**src/rtl/alu_muldiv.sv**
```systemverilog
// EX-stage ALU for the MIPS core. Single-cycle logic/arithmetic ops plus an
// iterative shift-add multiplier / restoring divider that writes HI/LO.
module alu_muldiv #(
  parameter int WIDTH = 32
) (
  input  logic             clk,
  input  logic             rst_n,
  input  logic [WIDTH-1:0] a,
  input  logic [WIDTH-1:0] b,
  input  logic [3:0]       sel,
  input  logic             start,
  output logic [WIDTH-1:0] result,
  output logic             zero,
  output logic             overflow,
  output logic             busy,
  output logic             done,
  output logic [WIDTH-1:0] hi,
  output logic [WIDTH-1:0] lo
);

  localparam int CW = $clog2(WIDTH + 1);
  localparam logic [CW-1:0] CNT_ONE  = CW'(1);
  localparam logic [CW-1:0] CNT_LAST = CW'(WIDTH - 1);

  localparam logic [3:0] OP_AND   = 4'b0000;
  localparam logic [3:0] OP_OR    = 4'b0001;
  localparam logic [3:0] OP_ADD   = 4'b0010;
  localparam logic [3:0] OP_XOR   = 4'b0011;
  localparam logic [3:0] OP_ANDN  = 4'b0100;
  localparam logic [3:0] OP_ORN   = 4'b0101;
  localparam logic [3:0] OP_SUB   = 4'b0110;
  localparam logic [3:0] OP_SLT   = 4'b0111;
  localparam logic [3:0] OP_SLTU  = 4'b1000;
  localparam logic [3:0] OP_MULT  = 4'b1001;
  localparam logic [3:0] OP_MULTU = 4'b1010;
  localparam logic [3:0] OP_DIV   = 4'b1011;
  localparam logic [3:0] OP_DIVU  = 4'b1100;

  typedef enum logic [1:0] {
    S_IDLE = 2'd0,
    S_ITER = 2'd1,
    S_FIX  = 2'd2
  } state_t;

  state_t             state_r, state_nxt_s;
  logic [CW-1:0]      count_r;
  logic [3:0]         op_r;
  logic               sign_a_r, sign_b_r, div0_r;
  logic [WIDTH-1:0]   a_r, mag_b_r;
  logic [2*WIDTH-1:0] work_r;

  logic [WIDTH-1:0]   result_r, hi_r, lo_r;
  logic               zero_r, ovf_r, busy_r, done_r;

  logic [WIDTH-1:0]   sum_s, diff_s, alu_res_s, mag_a_s, mag_b_s;
  logic               alu_ovf_s, is_muldiv_s, is_signed_s, is_div0_s, op_is_mul_s;
  logic [WIDTH:0]     mul_sum_s, div_trial_s;
  logic [2*WIDTH-1:0] mul_step_s, div_step_s, prod_s;
  logic [WIDTH-1:0]   quo_s, rem_s, fix_hi_s, fix_lo_s;

  assign sum_s       = a + b;
  assign diff_s      = a - b;
  assign is_muldiv_s = (sel == OP_MULT) || (sel == OP_MULTU) || (sel == OP_DIV) || (sel == OP_DIVU);
  assign is_signed_s = (sel == OP_MULT) || (sel == OP_DIV);
  assign is_div0_s   = ((sel == OP_DIV) || (sel == OP_DIVU)) && (b == {WIDTH{1'b0}});
  assign op_is_mul_s = (op_r == OP_MULT) || (op_r == OP_MULTU);

  // Iteration runs on magnitudes: low half starts as |a|, high half as 0.
  assign mul_sum_s   = {1'b0, work_r[2*WIDTH-1:WIDTH]} + (work_r[0] ? {1'b0, mag_b_r} : {(WIDTH+1){1'b0}});
  assign mul_step_s  = {mul_sum_s, work_r[WIDTH-1:1]};
  assign div_trial_s = work_r[2*WIDTH-1:WIDTH-1] - {1'b0, mag_b_r};
  assign div_step_s  = div_trial_s[WIDTH] ? {work_r[2*WIDTH-2:0], 1'b0}
                                          : {div_trial_s[WIDTH-1:0], work_r[WIDTH-2:0], 1'b1};

  // Single-cycle result and signed overflow.
  always_comb begin
    alu_res_s = {WIDTH{1'b0}};
    alu_ovf_s = 1'b0;
    case (sel)
      OP_AND:  alu_res_s = a & b;
      OP_OR:   alu_res_s = a | b;
      OP_ADD: begin
        alu_res_s = sum_s;
        alu_ovf_s = (a[WIDTH-1] == b[WIDTH-1]) && (sum_s[WIDTH-1] != a[WIDTH-1]);
      end
      OP_XOR:  alu_res_s = a ^ b;
      OP_ANDN: alu_res_s = a & ~b;
      OP_ORN:  alu_res_s = a | ~b;
      OP_SUB: begin
        alu_res_s = diff_s;
        alu_ovf_s = (a[WIDTH-1] != b[WIDTH-1]) && (diff_s[WIDTH-1] != a[WIDTH-1]);
      end
      OP_SLT:  alu_res_s = {{(WIDTH-1){1'b0}}, ($signed(a) < $signed(b))};
      OP_SLTU: alu_res_s = {{(WIDTH-1){1'b0}}, (a < b)};
      default: alu_res_s = {WIDTH{1'b0}};
    endcase
  end

  // Operand magnitudes captured at launch.
  always_comb begin
    mag_a_s = a;
    mag_b_s = b;
    if (is_signed_s && a[WIDTH-1]) begin
      mag_a_s = -a;
    end else begin
      mag_a_s = a;
    end
    if (is_signed_s && b[WIDTH-1]) begin
      mag_b_s = -b;
    end else begin
      mag_b_s = b;
    end
  end

  // Sign correction and HI/LO selection applied in FIX.
  always_comb begin
    prod_s   = work_r;
    quo_s    = work_r[WIDTH-1:0];
    rem_s    = work_r[2*WIDTH-1:WIDTH];
    fix_hi_s = {WIDTH{1'b0}};
    fix_lo_s = {WIDTH{1'b0}};
    if (sign_a_r ^ sign_b_r) begin
      prod_s = -work_r;
      quo_s  = -work_r[WIDTH-1:0];
    end else begin
      prod_s = work_r;
      quo_s  = work_r[WIDTH-1:0];
    end
    // Remainder takes the dividend's sign.
    if (sign_a_r) begin
      rem_s = -work_r[2*WIDTH-1:WIDTH];
    end else begin
      rem_s = work_r[2*WIDTH-1:WIDTH];
    end
    if (op_is_mul_s) begin
      fix_hi_s = prod_s[2*WIDTH-1:WIDTH];
      fix_lo_s = prod_s[WIDTH-1:0];
    end else if (div0_r) begin
      fix_hi_s = a_r;
      fix_lo_s = {WIDTH{1'b1}};
    end else begin
      fix_hi_s = rem_s;
      fix_lo_s = quo_s;
    end
  end

  // Next-state logic.
  always_comb begin
    state_nxt_s = state_r;
    case (state_r)
      S_IDLE: begin
        if (start && is_muldiv_s) begin
          if (is_div0_s) begin
            state_nxt_s = S_FIX;
          end else begin
            state_nxt_s = S_ITER;
          end
        end else begin
          state_nxt_s = S_IDLE;
        end
      end
      S_ITER: begin
        if (count_r == CNT_LAST) begin
          state_nxt_s = S_FIX;
        end else begin
          state_nxt_s = S_ITER;
        end
      end
      S_FIX:   state_nxt_s = S_IDLE;
      default: state_nxt_s = S_IDLE;
    endcase
  end

  // State register.
  always_ff @(posedge clk or negedge rst_n) begin
    if (!rst_n) begin
      state_r <= S_IDLE;
    end else begin
      state_r <= state_nxt_s;
    end
  end

  // Datapath, iteration registers and registered outputs.
  always_ff @(posedge clk or negedge rst_n) begin
    if (!rst_n) begin
      count_r  <= {CW{1'b0}};
      op_r     <= 4'b0000;
      sign_a_r <= 1'b0;
      sign_b_r <= 1'b0;
      div0_r   <= 1'b0;
      a_r      <= {WIDTH{1'b0}};
      mag_b_r  <= {WIDTH{1'b0}};
      work_r   <= {(2*WIDTH){1'b0}};
      result_r <= {WIDTH{1'b0}};
      hi_r     <= {WIDTH{1'b0}};
      lo_r     <= {WIDTH{1'b0}};
      zero_r   <= 1'b0;
      ovf_r    <= 1'b0;
      busy_r   <= 1'b0;
      done_r   <= 1'b0;
    end else begin
      done_r <= 1'b0;
      busy_r <= (state_nxt_s != S_IDLE);
      case (state_r)
        S_IDLE: begin
          if (start && is_muldiv_s) begin
            op_r     <= sel;
            a_r      <= a;
            sign_a_r <= is_signed_s & a[WIDTH-1];
            sign_b_r <= is_signed_s & b[WIDTH-1];
            div0_r   <= is_div0_s;
            mag_b_r  <= mag_b_s;
            work_r   <= {{WIDTH{1'b0}}, mag_a_s};
            count_r  <= {CW{1'b0}};
          end else if (start) begin
            result_r <= alu_res_s;
            zero_r   <= (alu_res_s == {WIDTH{1'b0}});
            ovf_r    <= alu_ovf_s;
            done_r   <= 1'b1;
          end
        end
        S_ITER: begin
          work_r  <= op_is_mul_s ? mul_step_s : div_step_s;
          count_r <= count_r + CNT_ONE;
        end
        S_FIX: begin
          hi_r     <= fix_hi_s;
          lo_r     <= fix_lo_s;
          result_r <= fix_lo_s;
          zero_r   <= (fix_lo_s == {WIDTH{1'b0}});
          ovf_r    <= 1'b0;
          done_r   <= 1'b1;
        end
        default: begin
          done_r <= 1'b0;
        end
      endcase
    end
  end

  assign result   = result_r;
  assign zero     = zero_r;
  assign overflow = ovf_r;
  assign busy     = busy_r;
  assign done     = done_r;
  assign hi       = hi_r;
  assign lo       = lo_r;

endmodule

```
**config.mk**
```make
export PLATFORM = sky130hd
export DESIGN_NAME = alu_muldiv
export DESIGN_NICKNAME = d
export VERILOG_FILES = /design/src/rtl/alu_muldiv.sv
export SDC_FILE = /design/constraint.sdc
export NUM_CORES = 1
export LEC_CHECK = 0
export CORE_MARGIN = 10
export CORE_UTILIZATION = 40
export CTS_CLUSTER_DIAMETER = 30
export DETAILED_ROUTE_END_ITERATION = 16
export PLACE_DENSITY = 0.6
export SKIP_CTS_REPAIR_TIMING = 1
export SYNTH_ARGS = -nofsm -noshare
export SYNTH_HDL_FRONTEND = slang
export SYNTH_SLANG_ARGS = --single-unit
```
**constraint.sdc**
```tcl
create_clock -name clk -period 12.5 [get_ports clk]
set_clock_uncertainty 0.2 [all_clocks]
set_input_delay 1.25 -clock clk [delete_from_list [all_inputs] [get_ports clk]]
set_output_delay 1.25 -clock clk [all_outputs]
set_load 0.01 [all_outputs]
```
Yosys cells after proc, flatten, opt, wreduce, memory -nomap -nowiden. Index checks and enable logic that the tools add are counted. W data, S select, Z words.

Order comparisons: 2. Reduce and logical (&&, ||, !) cells: 23. Muxes and demuxes: 34. Eq/ne operators: 24. Bitwise logic cells: 9. Add/subtract/negate cells: 10.

Operator list (count): $mux W32 (11); $pmux W32 S9 (1); $mux W64 (4); $neg A32 Y32 (4); $pmux W64 S2 (1); $logic_not A32 Y1 (3); $and A32 B32 Y32 (2); $lt A32 B32 Y1 (2); $neg A64 Y64 (1); $or A32 B32 Y32 (2); $pmux W32 S2 (1); $add A32 B32 Y33 (1); $sub A33 B32 Y33 (1); $add A32 B32 Y32 (1); $not A32 Y32 (1); $sub A32 B32 Y32 (1); $xor A32 B32 Y32 (1); $eq A4 B4 Y1 const B (7); $eq A4 B3 Y1 const B (4); $pmux W6 S2 (1); $eq A4 B2 Y1 const B (2); $pmux W1 S2 (4); $add A6 B1 Y6 const B (1); $eq A6 B5 Y1 const B (1); other kinds (19) (44).

Input port bits: 71. Register bits after elaboration: 243. Output and inout port bits: 100. Logic and storage cells: 118.

Logic depth before layout (Yosys ltp).
Depth in word-level cells: 8. Depth in mapped cells: 18. Gate-level depth less buffers: 16.

Worst setup path after synthesis. Ideal clock, no wire load.

Kind: flip-flop to flip-flop. From: register work_r[31]. To: register work_r[39]. Required time: 12174 ps. Stages on the path, launching flop included: 18. Path buffers: 2. Path slack: 7766 ps. Setup time: 126 ps. Clock period less this slack: 4734 ps. Data arrival time: 4408 ps. Cell sequence: dfrtp_1 inv_1 ha_1 inv_1 fa_1 a211oi_1 nor2_1 a211oi_1 a21oi_1 a21o_1 a21o_1 or4b_1 a31oi_1 xnor2_1 buf_1 clkbuf_1 a211oi_1 a221o_1.

Cells in the longest elaborated chain, start to end: 4.

Ends and longest elaborated chain: from (decl) (RTL line 50) `logic [2*WIDTH-1:0] work_r;`; from (signal assigned) (RTL line 193) `work_r <= {(2*WIDTH){1'b0}};`; from (signal assigned) (RTL line 213) `work_r <= {{WIDTH{1'b0}}, mag_a_s};`; from (signal assigned) (RTL line 223) `work_r <= op_is_mul_s ? mul_step_s : div_step_s;`; $sub A33 B32 Y33 (RTL line 71) `assign div_trial_s = work_r[2*WIDTH-1:WIDTH-1] - {1'b0, mag_b_r};`; $mux W64 (RTL line 72) `assign div_step_s = div_trial_s[WIDTH] ? {work_r[2*WIDTH-2:0], 1'b0}`; $mux W64 (RTL line 223); $pmux W64 S2 (RTL line 204) `case (state_r)`.

Every way passes these cells. A chain may end at the register's enable or synchronous reset.

Final worst setup path.
From: input port a[1]. To: register zero_r (netlist: zero).

Cells in the longest elaborated chain, start to end: 6. Elaborated cells between the ends (all ways): 14. Classes of those cells: add/sub: 2; order compare: 2; mux: 4; bitwise: 5; reduce/logical: 1.

Ends and longest elaborated chain: from (decl) (RTL line 8) `input logic [WIDTH-1:0] a,`; $sub A32 B32 Y32, or another cell as far along (RTL line 62) `assign diff_s = a - b;`; $pmux W32 S9 (*) (RTL line 79) `case (sel)`; $logic_not A32 Y1 (*) (RTL line 217) `zero_r <= (alu_res_s == {WIDTH{1'b0}});`; $mux W1 (*) (RTL line 215) `end else if (start) begin`; $mux W1 (*) (RTL line 206) `if (start && is_muldiv_s) begin`; $pmux W1 S2 (*) (RTL line 204); to (signal assigned) (RTL line 217); to (signal assigned) (RTL line 230) `zero_r <= (fix_lo_s == {WIDTH{1'b0}});`; to (decl) (RTL line 53) `logic zero_r, ovf_r, busy_r, done_r;`.

Mark *: on every way between the ends. The rest lies on a longest branch, timed or not. The select of a mux whose other input is x is not followed.

==> summary.txt <==
Power
  – Tot Pwr: about 7.6 mW
  – Leak: ~12 nW
  – Pwr dens: 278 nW/um^2
  – Peak VDD IR: 0.206 mV

Critical path
  – Reg2reg setup slack: ~7.0 ns
  – Startpoint types: primary input
  – R2R cell count: 17
  – WP data arrival: just over 6 ns
  – Cell mode on critical path: and4_1
  – R2R Path Start: work_r[31]
  – Cells along the critical path: clkdlybuf4s50_1 -> ha_1 -> nand2b_1 -> a221oi_1 -> o21ai_1 -> a21o_1 -> a31oi_1 -> a21oi_1 -> xnor2_1 -> a211oi_1 -> and4_1 -> and4_1 -> nand4b_1 -> o211ai_1
  – Worst Path Required: between 10 and 15 ns
  – Max stage delay cell, worst path: clkdlybuf4s50_1
  – Worst setup path class: primary input to flop
  – Worst Path Max Fanout: 10
  – FF-to-FF End: work_r[38]
  – Worst setup EP type: flop
  – Max incr delay on CP: 0.83 ns

Floorplanning
  – Core Box Area: around 56000 um^2
  – I/O Pins: between 150 and 200
  – Die H: 258 um
  – Die span in x: roughly 260 um
  – Row Count: 87
  – Die area: 66800 um^2
  – Initial core utilization: 0.404

Timing
  – Max Freq: around 170 MHz
  – Relative slew slack: 0.179
  – Final period util: 0.461
  – Worst Hold Slack: ~0.27 ns
  – Slew Limit Fails: 0
  – Setup tns final: 0 ns
  – Tmin final: between 5 and 6 ns
  – Final setup viols: 0
  – Worst Tran Pin Value: around 1.2 ns
  – Final Hold Viols: 0
  – RSZ-0062 raised after global routing: no

Placement
  – Port buffer count: 170
  – Routability Congestion: 1.02
  – DP HPWL: just over 80000 um

Min path
  – Hold Path Stages: 2
  – Hold Path Sink: hi[2]
  – HP Start: hi[2]
  – Hold WC Path Type: flop to flop

Yosys
  – Async SR Flop Fraction: 1.00
  – Number of flops mapped to enable cells by yosys: 0
  – Sequential-to-total area share from yosys stat: 0.268
  – Synth warn: 0
  – Seq cells post-synth: approximately 240
  – Leading area contributor after synthesis: dfrtp_1
  – Synthesized area per cell: about 7.4 um^2
  – Largest cells by area after synthesis: dfrtp_1 (27%), nand2_1 (7.9%), ha_1 (7.3%)
  – Yosys cell types: 91
  – Cell Area, Synth: roughly 23000 um^2
  – Syn_nets: 3296
  – Top FF cell, synth: dfrtp_1
  – Syn Inst Count: approximately 3000
  – Synth top area share: 0.268

Global route
  – First-pass GRT wire length: roughly 160000 um
  – Global route overflow: 0
  – Gr usage total: 0.307
  – Vias in the first global route: between 20000 and 25000
  – Largest net degree at the start of global routing: approximately 90
  – Initial antenna violation count: 6

Detailed routing
  – Vias per inst: a little over 6
  – Drt pass-1 iters: 7
  – Antenna Nets Post-Route: 0
  – Via count: about 25000
  – DR WL/cell: 26.8 um
  – Number of DRC markers in iteration 0: 2728
  – Drt drc: 0
  – Final WL: around 110000 um

Clocking
  – Skew-Pair Late Insertion Delay: about 0.6 ns
  – CTS tree: yes
  – Number of CTS-inserted buffers: roughly 70
  – Max Buffers Root-to-Sink: 3
  – Clock Sinks: roughly 240
  – CTS H-tree depth: 3
  – CTS Root Cell: clkbuf_16
  – Worst-path clk slew: about 0.04 ns

Layout
  – Syn-to-layout area delta: 20.3%
  – Ratio of cells with drive above 1 in the final layout: 0.0636
  – # fillers: about 5600
  – Commonest non-fill, non-tap cell in the layout: nand2_1
  – Most frequent cells in the layout: nand2_1 (477), a21oi_1 (280), o21ai_0 (274)
  – Layout Nets: approximately 3400

Status
  – Status: finished, final reports clean

Flow run
  – Total of max-cap violations: 0
-- worst max-delay path, delay by kind of cell --
kind,cells,cell delay [ns]
buffers and inverters,1,0.83
adder cells (fa/ha/maj),1,0.36
AO/OA/AOI/OAI,7,2.55
AND/OR/NAND/NOR,4,0.88
XOR/XNOR,1,0.18
-- logic make-up after synthesis --
group / share of synthesized area
adder cells (fa/ha/maj): 0.0815
AO/OA/AOI/OAI: 0.285
XOR/XNOR: 0.0798
multiplexers: 0.0155
AND/OR/NAND/NOR: 0.214
buffers and inverters: 0.0570
flip-flops: 0.268
-- registers in the layout, summed over array words and instances, names as in the netlist --
name,cells
done,1
a_r,32
state_r,2
overflow,1
sign_a_r,1
op_r,4
busy,1
mag_b_r,32
hi,32
div0_r,1
result,32
work_r,64
count_r,6
lo,32
zero,1
sign_b_r,1
-- synth_stat cells (6+ instances only) --
cell type and count:
nand2_1 479, a21oi_1 280, o21ai_0 274, nor2_1 254, dfrtp_1 243, clkbuf_1 179, inv_1 133, ha_1 132
xnor2_1 108, xor2_1 99, a21o_1 75, nand3_1 68, o21ai_1 51, nor3_1 48, o211ai_1 45, o22ai_1 39
a31oi_1 38, mux2i_1 33, nor4_1 33, nand2b_1 29, or3_1 29, a211oi_1 27, buf_1 26, nor2b_1 24
a221o_1 23, o31ai_1 23, a22oi_1 21, a221oi_1 16, and3_1 15, nand4_1 15, o21a_1 15, o21bai_1 15
maj3_1 12, and2_1 11, o41ai_1 10, or2_2 10, or4_1 10, a2111oi_0 9, nor3b_1 9, o221a_2 8
a211o_1 7, o31a_1 7, a41oi_1 6, and4_1 6
-- per-layer routing --
layer	track usage	up-vias	share of wire
met3	0.0692	195	0.090
met1	0.420	12000	0.44
met5	0	-	0.00041
li1	-	11200	-
met4	0.118	6	0.036
met2	0.464	1181	0.43
-- worst max-delay path by stage --
stage                     slack [ns]  cells past startpoint          to        from
after floorplan                 7.77                     17  work_r[39]  work_r[31]
after CTS                       6.89                     15        zero       b[15]
final                           6.73                     14        zero        a[1]
after global placement          6.30                     15        zero        b[2]
after detailed placement        6.31                     15        zero       b[15]
after global routing            6.58                     15        zero        b[2]
-- power breakdown --
group          internal [mW]  switching (mW)
sequential              1.09           0.443
clock                   1.23           0.555
combinational           1.67            2.61
-- cell type report --
type	count	area, um^2	share of cell area
multi-input combinational	2505	15400	0.564
clock buffer	93	1950	0.0712
inverter	133	499	0.0183
clock inverter	27	439	0.0161
antenna	1	2.50	0.0000915
timing repair buffer	209	1990	0.0730
sequential	243	6080	0.222
tap	756	946	0.0346
-- through the flow --
step	instance area [um^2]	utilization	cells	setup slack, ns
2_1_floorplan	22700	-	3089	7.77
3_3_place_gp	24900	0.443	3845	6.30
3_5_place_dp	24900	0.443	3845	6.31
4_1_cts	27300	0.485	3965	6.89
5_1_grt	27300	0.486	3966	6.58
6_report	27300	0.486	3967	6.73
Power figures use the tool's default switching activity.
